--- config.mk ---
export PLATFORM = sky130hd
export DESIGN_NAME = debounce_bank
export DESIGN_NICKNAME = d
export VERILOG_FILES = /design/src/rtl/debounce_pkg.sv /design/src/rtl/debounce_channel.sv /design/src/rtl/debounce_bank.sv
export SDC_FILE = /design/constraint.sdc
export NUM_CORES = 1
export LEC_CHECK = 0
export CAP_MARGIN = 20
export CORE_ASPECT_RATIO = 0.75
export CORE_UTILIZATION = 61
export CTS_BUF_LIST = sky130_fd_sc_hd__clkbuf_4
export CTS_CLUSTER_DIAMETER = 120
export DETAILED_ROUTE_END_ITERATION = 10
export PLACE_DENSITY = 0.79
export SYNTH_ARGS = -nofsm -noshare
export SYNTH_HDL_FRONTEND = slang
export SYNTH_HIERARCHICAL = 1
export SYNTH_SLANG_ARGS = --single-unit
--- constraint.sdc ---
create_clock -name i_Clk -period 3.21 [get_ports i_Clk]
set_input_delay 0.642 -clock i_Clk [delete_from_list [all_inputs] [get_ports i_Clk]]
set_output_delay 0.642 -clock i_Clk [all_outputs]
set_load 0.02 [all_outputs]
--- src/rtl/debounce_pkg.sv ---
// debounce_pkg: 25 MHz board timing constants and counter width helpers
// shared by the debounce bank and its per-channel logic.
package debounce_pkg;
    localparam int CLK_HZ        = 25_000_000;
    localparam int DEBOUNCE_10MS = CLK_HZ / 100;
    localparam int HOLD_500MS    = CLK_HZ / 2;
    localparam int REPEAT_100MS  = CLK_HZ / 10;

    function automatic int CNT_W(input int limit);
        return $clog2(limit + 1);
    endfunction

    function automatic int HOLD_W(input int limit);
        return $clog2(limit + 1);
    endfunction

    // A one-cycle repeat period still needs a 1-bit counter to exist.
    function automatic int RPT_W(input int period);
        return period > 1 ? $clog2(period) : 1;
    endfunction
endpackage

--- src/rtl/debounce_channel.sv ---
// debounce_channel: one switch -> 2-FF sync, debounce counter, press/release strobes, hold flag
// and, with DEBOUNCE_BANK_AUTO_REPEAT_EN defined, auto-repeat strobes.
module debounce_channel
    import debounce_pkg::*;
#(
    parameter int DEBOUNCE_LIMIT = DEBOUNCE_10MS,
    parameter int HOLD_LIMIT     = HOLD_500MS,
    parameter int REPEAT_PERIOD  = REPEAT_100MS,
    parameter int ACTIVE_LOW     = 0
) (
    input  logic i_Clk,
    input  logic i_Rst,
    input  logic i_Switch,
    output logic o_State,
    output logic o_Press,
    output logic o_Release,
    output logic o_Hold,
    output logic o_Repeat
);
    localparam int CW = CNT_W(DEBOUNCE_LIMIT);
    localparam int HW = HOLD_W(HOLD_LIMIT);

    logic [1:0]    sync;
    logic [CW-1:0] cnt;
    logic [HW-1:0] hold_cnt;
    logic          flip;

    assign flip   = (sync[1] != o_State) && (cnt == CW'(DEBOUNCE_LIMIT - 1));
    assign o_Hold = hold_cnt == HW'(HOLD_LIMIT);

    always_ff @(posedge i_Clk) begin
        if (i_Rst) begin
            sync      <= '0;
            cnt       <= '0;
            o_State   <= 1'b0;
            o_Press   <= 1'b0;
            o_Release <= 1'b0;
            hold_cnt  <= '0;
        end else begin
            sync      <= {sync[0], i_Switch ^ 1'(ACTIVE_LOW)};
            cnt       <= (sync[1] == o_State || flip) ? '0 : cnt + 1'b1;
            o_State   <= o_State ^ flip;
            o_Press   <= flip & ~o_State;
            o_Release <= flip & o_State;
            // Clearing on the release edge makes o_Hold fall together with o_Release.
            hold_cnt  <= (!o_State || flip) ? '0 : hold_cnt + HW'(hold_cnt != HW'(HOLD_LIMIT));
        end
    end

`ifdef DEBOUNCE_BANK_AUTO_REPEAT_EN
    localparam int RW = RPT_W(REPEAT_PERIOD);

    logic [RW-1:0] rpt_cnt;

    always_ff @(posedge i_Clk) begin
        if (i_Rst || !o_Hold) begin
            rpt_cnt <= '0;
        end else begin
            rpt_cnt <= (rpt_cnt == RW'(REPEAT_PERIOD - 1)) ? '0 : rpt_cnt + 1'b1;
        end
    end

    assign o_Repeat = o_Hold && (rpt_cnt == '0);
`else
    assign o_Repeat = 1'b0;
`endif
endmodule

--- src/rtl/debounce_bank.sv ---
// debounce_bank: NUM_CH independent debounce channels plus an any-press summary strobe.
// Auto-repeat is built only when DEBOUNCE_BANK_AUTO_REPEAT_EN is defined.
module debounce_bank
    import debounce_pkg::*;
#(
    parameter int NUM_CH         = 4,
    parameter int DEBOUNCE_LIMIT = DEBOUNCE_10MS,
    parameter int HOLD_LIMIT     = HOLD_500MS,
    parameter int REPEAT_PERIOD  = REPEAT_100MS,
    parameter int ACTIVE_LOW     = 0
) (
    input  logic              i_Clk,
    input  logic              i_Rst,
    input  logic [NUM_CH-1:0] i_Switch,
    output logic [NUM_CH-1:0] o_State,
    output logic [NUM_CH-1:0] o_Press,
    output logic [NUM_CH-1:0] o_Release,
    output logic [NUM_CH-1:0] o_Hold,
    output logic [NUM_CH-1:0] o_Repeat,
    output logic              o_Any_Press
);
    for (genvar g = 0; g < NUM_CH; g++) begin : g_ch
        debounce_channel #(
            .DEBOUNCE_LIMIT(DEBOUNCE_LIMIT),
            .HOLD_LIMIT    (HOLD_LIMIT),
            .REPEAT_PERIOD (REPEAT_PERIOD),
            .ACTIVE_LOW    (ACTIVE_LOW)
        ) u_ch (
            .i_Clk    (i_Clk),
            .i_Rst    (i_Rst),
            .i_Switch (i_Switch[g]),
            .o_State  (o_State[g]),
            .o_Press  (o_Press[g]),
            .o_Release(o_Release[g]),
            .o_Hold   (o_Hold[g]),
            .o_Repeat (o_Repeat[g])
        );
    end

    assign o_Any_Press = |o_Press;
endmodule
==> impl_metrics.py <==
metrics = {
    "yosys": {
        "async_flop_share_pct": 0,
        "synth_cell_types": 40,
        "synthTopCellsByArea": "dfxtp_1, xor2_1, nor2_1, xnor2_1, nand4_1",
        "synth_top_family_by_area": "simple AND/OR/NAND/NOR gates",
        "synth_top_area_share_pct": 42.4,
        "yosysSeqAreaShare_pct": 42.4,
        "yosysMostFrequentCell": "dfxtp_1",
        "syn-instance-count": 986,
        "synth_edf_count": 0,
        "synth-adder-area-share_pct": 2.26,
        "synthTopCellsByCount": "dfxtp_1, nor2_1, nand4_1",
        "synth_mux_area_share_pct": 0,
        "yosys.area.top_type": "dfxtp_1",
        "syn-num-nets": 1008,
        "synth_ff_type": "dfxtp_1",
        "syn_area_um2": 8870,
        "synth_warnings": 6,
        "synth_xor_area_share_pct": 10.8,
        "synthSimpleGateAreaFrac_pct": 32.1,
        "synth-compound-area-share_pct": 8.63,
        "yosys_register_bits": 188,
        "avgSynthCellArea_um2": 9.00,
    },
    "grt": {
        "grt_first_pass_wirelength_um": 28400,
        "grt_usage_pct": 23.0,
        "grt_max_degree": 25,
        "antenna_found_initial": 0,
        "gr-total-overflow": 0,
        "grt_pass1_vias": 6149,
    },
    "outcome": {
        "status": "complete, no violations",
    },
    "cts": {
        "cts_hold_buf": 0,
        "clock_path_buffers": 2,
        "cts_sinks": 188,
        "cts_inserted_buffers": 17,
        "clk_latency_ns": 0.57,
        "root_buffer": "clkbuf_4",
        "post_cts_buffers": 0,
        "htreeDepth": 4,
        "tritoncts": "yes",
        "path_clk_slew_ns": 0.15,
    },
    "floorplanning": {
        "die_area_um2": 15000,
        "pin_count": 27,
        "core.rowCount": 37,
        "start_util_pct": 63.7,
        "core_area_um2": 13900,
        "die_w_um": 141,
        "die_h_um": 106,
    },
    "power_and_ir_drop": {
        "cellPowerDensity_nw_per_um2": 390,
        "power_leakage_uw": 0.00281,
        "ir_drop_mv": 0.279,
        "power.total_uw": 3680,
    },
    "drt": {
        "vias": 7017,
        "drt_wl_total_um": 16400,
        "dr.pass1.iters": 5,
        "initialDrtViolationCount": 299,
        "drc": 0,
        "viasPerCell": 5.81,
        "ant_nets": 0,
        "routedWlPerCell_um": 13.6,
    },
    "timing": {
        "setup_viol": 0,
        "tns_ns": 0,
        "min_period_over_period_pct": 94.7,
        "period_needed_ns": 3.04,
        "hold_violations": 0,
        "rsz0062_at_grt": "no",
        "worst_slew_pin_slew_ns": 0.991,
        "slew_headroom_pct": 33.8,
        "slew_viol_final": 0,
        "clock_skew_ns": 0.0155,
        "timing.fmax_mhz": 329,
    },
    "critical_path": {
        "cp-end-kind": "output pin",
        "critPathKind": "flop to output pin",
        "crit_fanout": 4,
        "cp-startpoint": "g_ch[0].u_ch/hold_cnt[12]",
        "max_stage_delay_ns": 0.60,
        "crit_slowest_cell": "or4_1",
        "cp_data_required_time_ns": 2.57,
        "crit_family": "simple AND/OR/NAND/NOR gates",
        "r2r_start": "g_ch[2].u_ch/hold_cnt[12]",
        "start_kind": "flop",
        "cp_num_buf_inv": 2,
        "cp.arrival_ns": 2.40,
        "crit_chain": "nand2_1, or2_2, or4_1, inv_1, dlygate4sd2_1",
    },
    "placed_design": {
        "dp_hpwl_um": 11500,
        "port-buffer-count": 22,
        "place.gp.congestion": 0.862,
    },
    "finish": {
        "nets": 1021,
        "layout-drive-gt1-share_pct": 8.20,
        "area_delta_synth_final_pct": 6.49,
        "antenna_cells": 0,
    },
    "hold_path": {
        "min_from": "g_ch[0].u_ch/sync[0]",
        "hold_path_class": "flop to flop",
    },
    "run": {
        "cap_violations": 0,
    },
}
==> routing by layer <==
metal | track usage, % | routed length [um]
met2 | 33.9 | 6950
met4 | 7.84 | 184
met5 | 0 | 0
met1 | 33.4 | 8660
met3 | 4.32 | 615
==> through the flow <==
| step | hold slack, ns | area, um^2 | setup WS, ns | cells | utilization (%) |
|---|---|---|---|---|---|
| after floorplan | 0.414 | 8870 | 0.730 | 986 | - |
| final | 0.446 | 9450 | 0.171 | 1207 | 67.8 |
| after global routing | 0.486 | 9450 | 0.000726 | 1207 | 67.8 |
| after global placement | 0.417 | 9150 | 0.506 | 1175 | 65.7 |
| after CTS | 0.452 | 9450 | 0.0947 | 1207 | 67.8 |
| after detailed placement | 0.428 | 9150 | 0.480 | 1175 | 65.7 |
==> logic make-up (layout without fill, tap and decap cells) <==
kind of cell,after synthesis,in the layout
AND/OR/NAND/NOR,499,499
XOR/XNOR,109,109
buffers and inverters,60,86
other,4,4
flip-flops,188,188
adder cells (fa/ha/maj),16,16
AO/OA/AOI/OAI,110,110
==> worst paths after layout <==
path | endpoint | slack [ns] | cells past startpoint
max | o_Hold[0] | 0.17 | 5
min | g_ch[0].u_ch/sync[1] | 0.45 | 1
max reg2reg | g_ch[2].u_ch/hold_cnt[18] | 0.48 | 9
min reg2reg | g_ch[0].u_ch/sync[1] | 0.45 | 1
==> state kept, by name (all words and copies together) (netlist names), named ones only <==
signal	flops
g_ch.u_ch/sync	8
g_ch.u_ch/o_Press	4
g_ch.u_ch/hold_cnt	96
g_ch.u_ch/cnt	72
g_ch.u_ch/o_Release	4
==> final cells by class <==
| type | instances | area [um^2] |
|---|---|---|
| multi-input combinational | 738 | 4790 |
| fill | 1173 | 4490 |
| sequential | 188 | 3770 |
| timing repair buffer | 26 | 245 |
| tap | 195 | 244 |
| clock inverter | 15 | 166 |
| clock buffer | 17 | 128 |
| inverter | 28 | 105 |
==> placed cells by master, fill, tap and decap left out, types with 7 or more instances in the layout <==
cell type / instances
nor2_1: 125
nand2_1: 50
inv_1: 28
and3_1: 19
nor3_1: 12
nand3_1: 61
o31ai_1: 32
clkdlybuf4s50_1: 18
dfxtp_2: 7
dfxtp_1: 181
or3_1: 15
ha_1: 16
clkbuf_4: 17
nand4_1: 63
or3_4: 9
or2_2: 8
xor2_1: 60
xnor2_1: 49
nor4_1: 29
or4_1: 37
and4_1: 17
nor2b_1: 8
nor4b_1: 12
o21ai_0: 15
a21oi_1: 47
==> worst register-to-register path, delay by kind of cell (launching register included) <==
family | cells | cell delay, ns
adder cells (fa/ha/maj) | 2 | 0.55
flip-flops | 1 | 0.42
AND/OR/NAND/NOR | 6 | 1.57
AO/OA/AOI/OAI | 1 | 0.06
==> report_power, final <==
part	internal (uW)	switching [uW]
combinational	13.2	23.7
sequential	2340	5.79
clock	478	820
==> what timing repair did <==
action                                 4_1_cts  5_1_grt
resized for setup                           11        0
setup endpoints to repair                    4        0
endpoints found under the hold margin        0        0
Power figures use the tool's default switching activity.
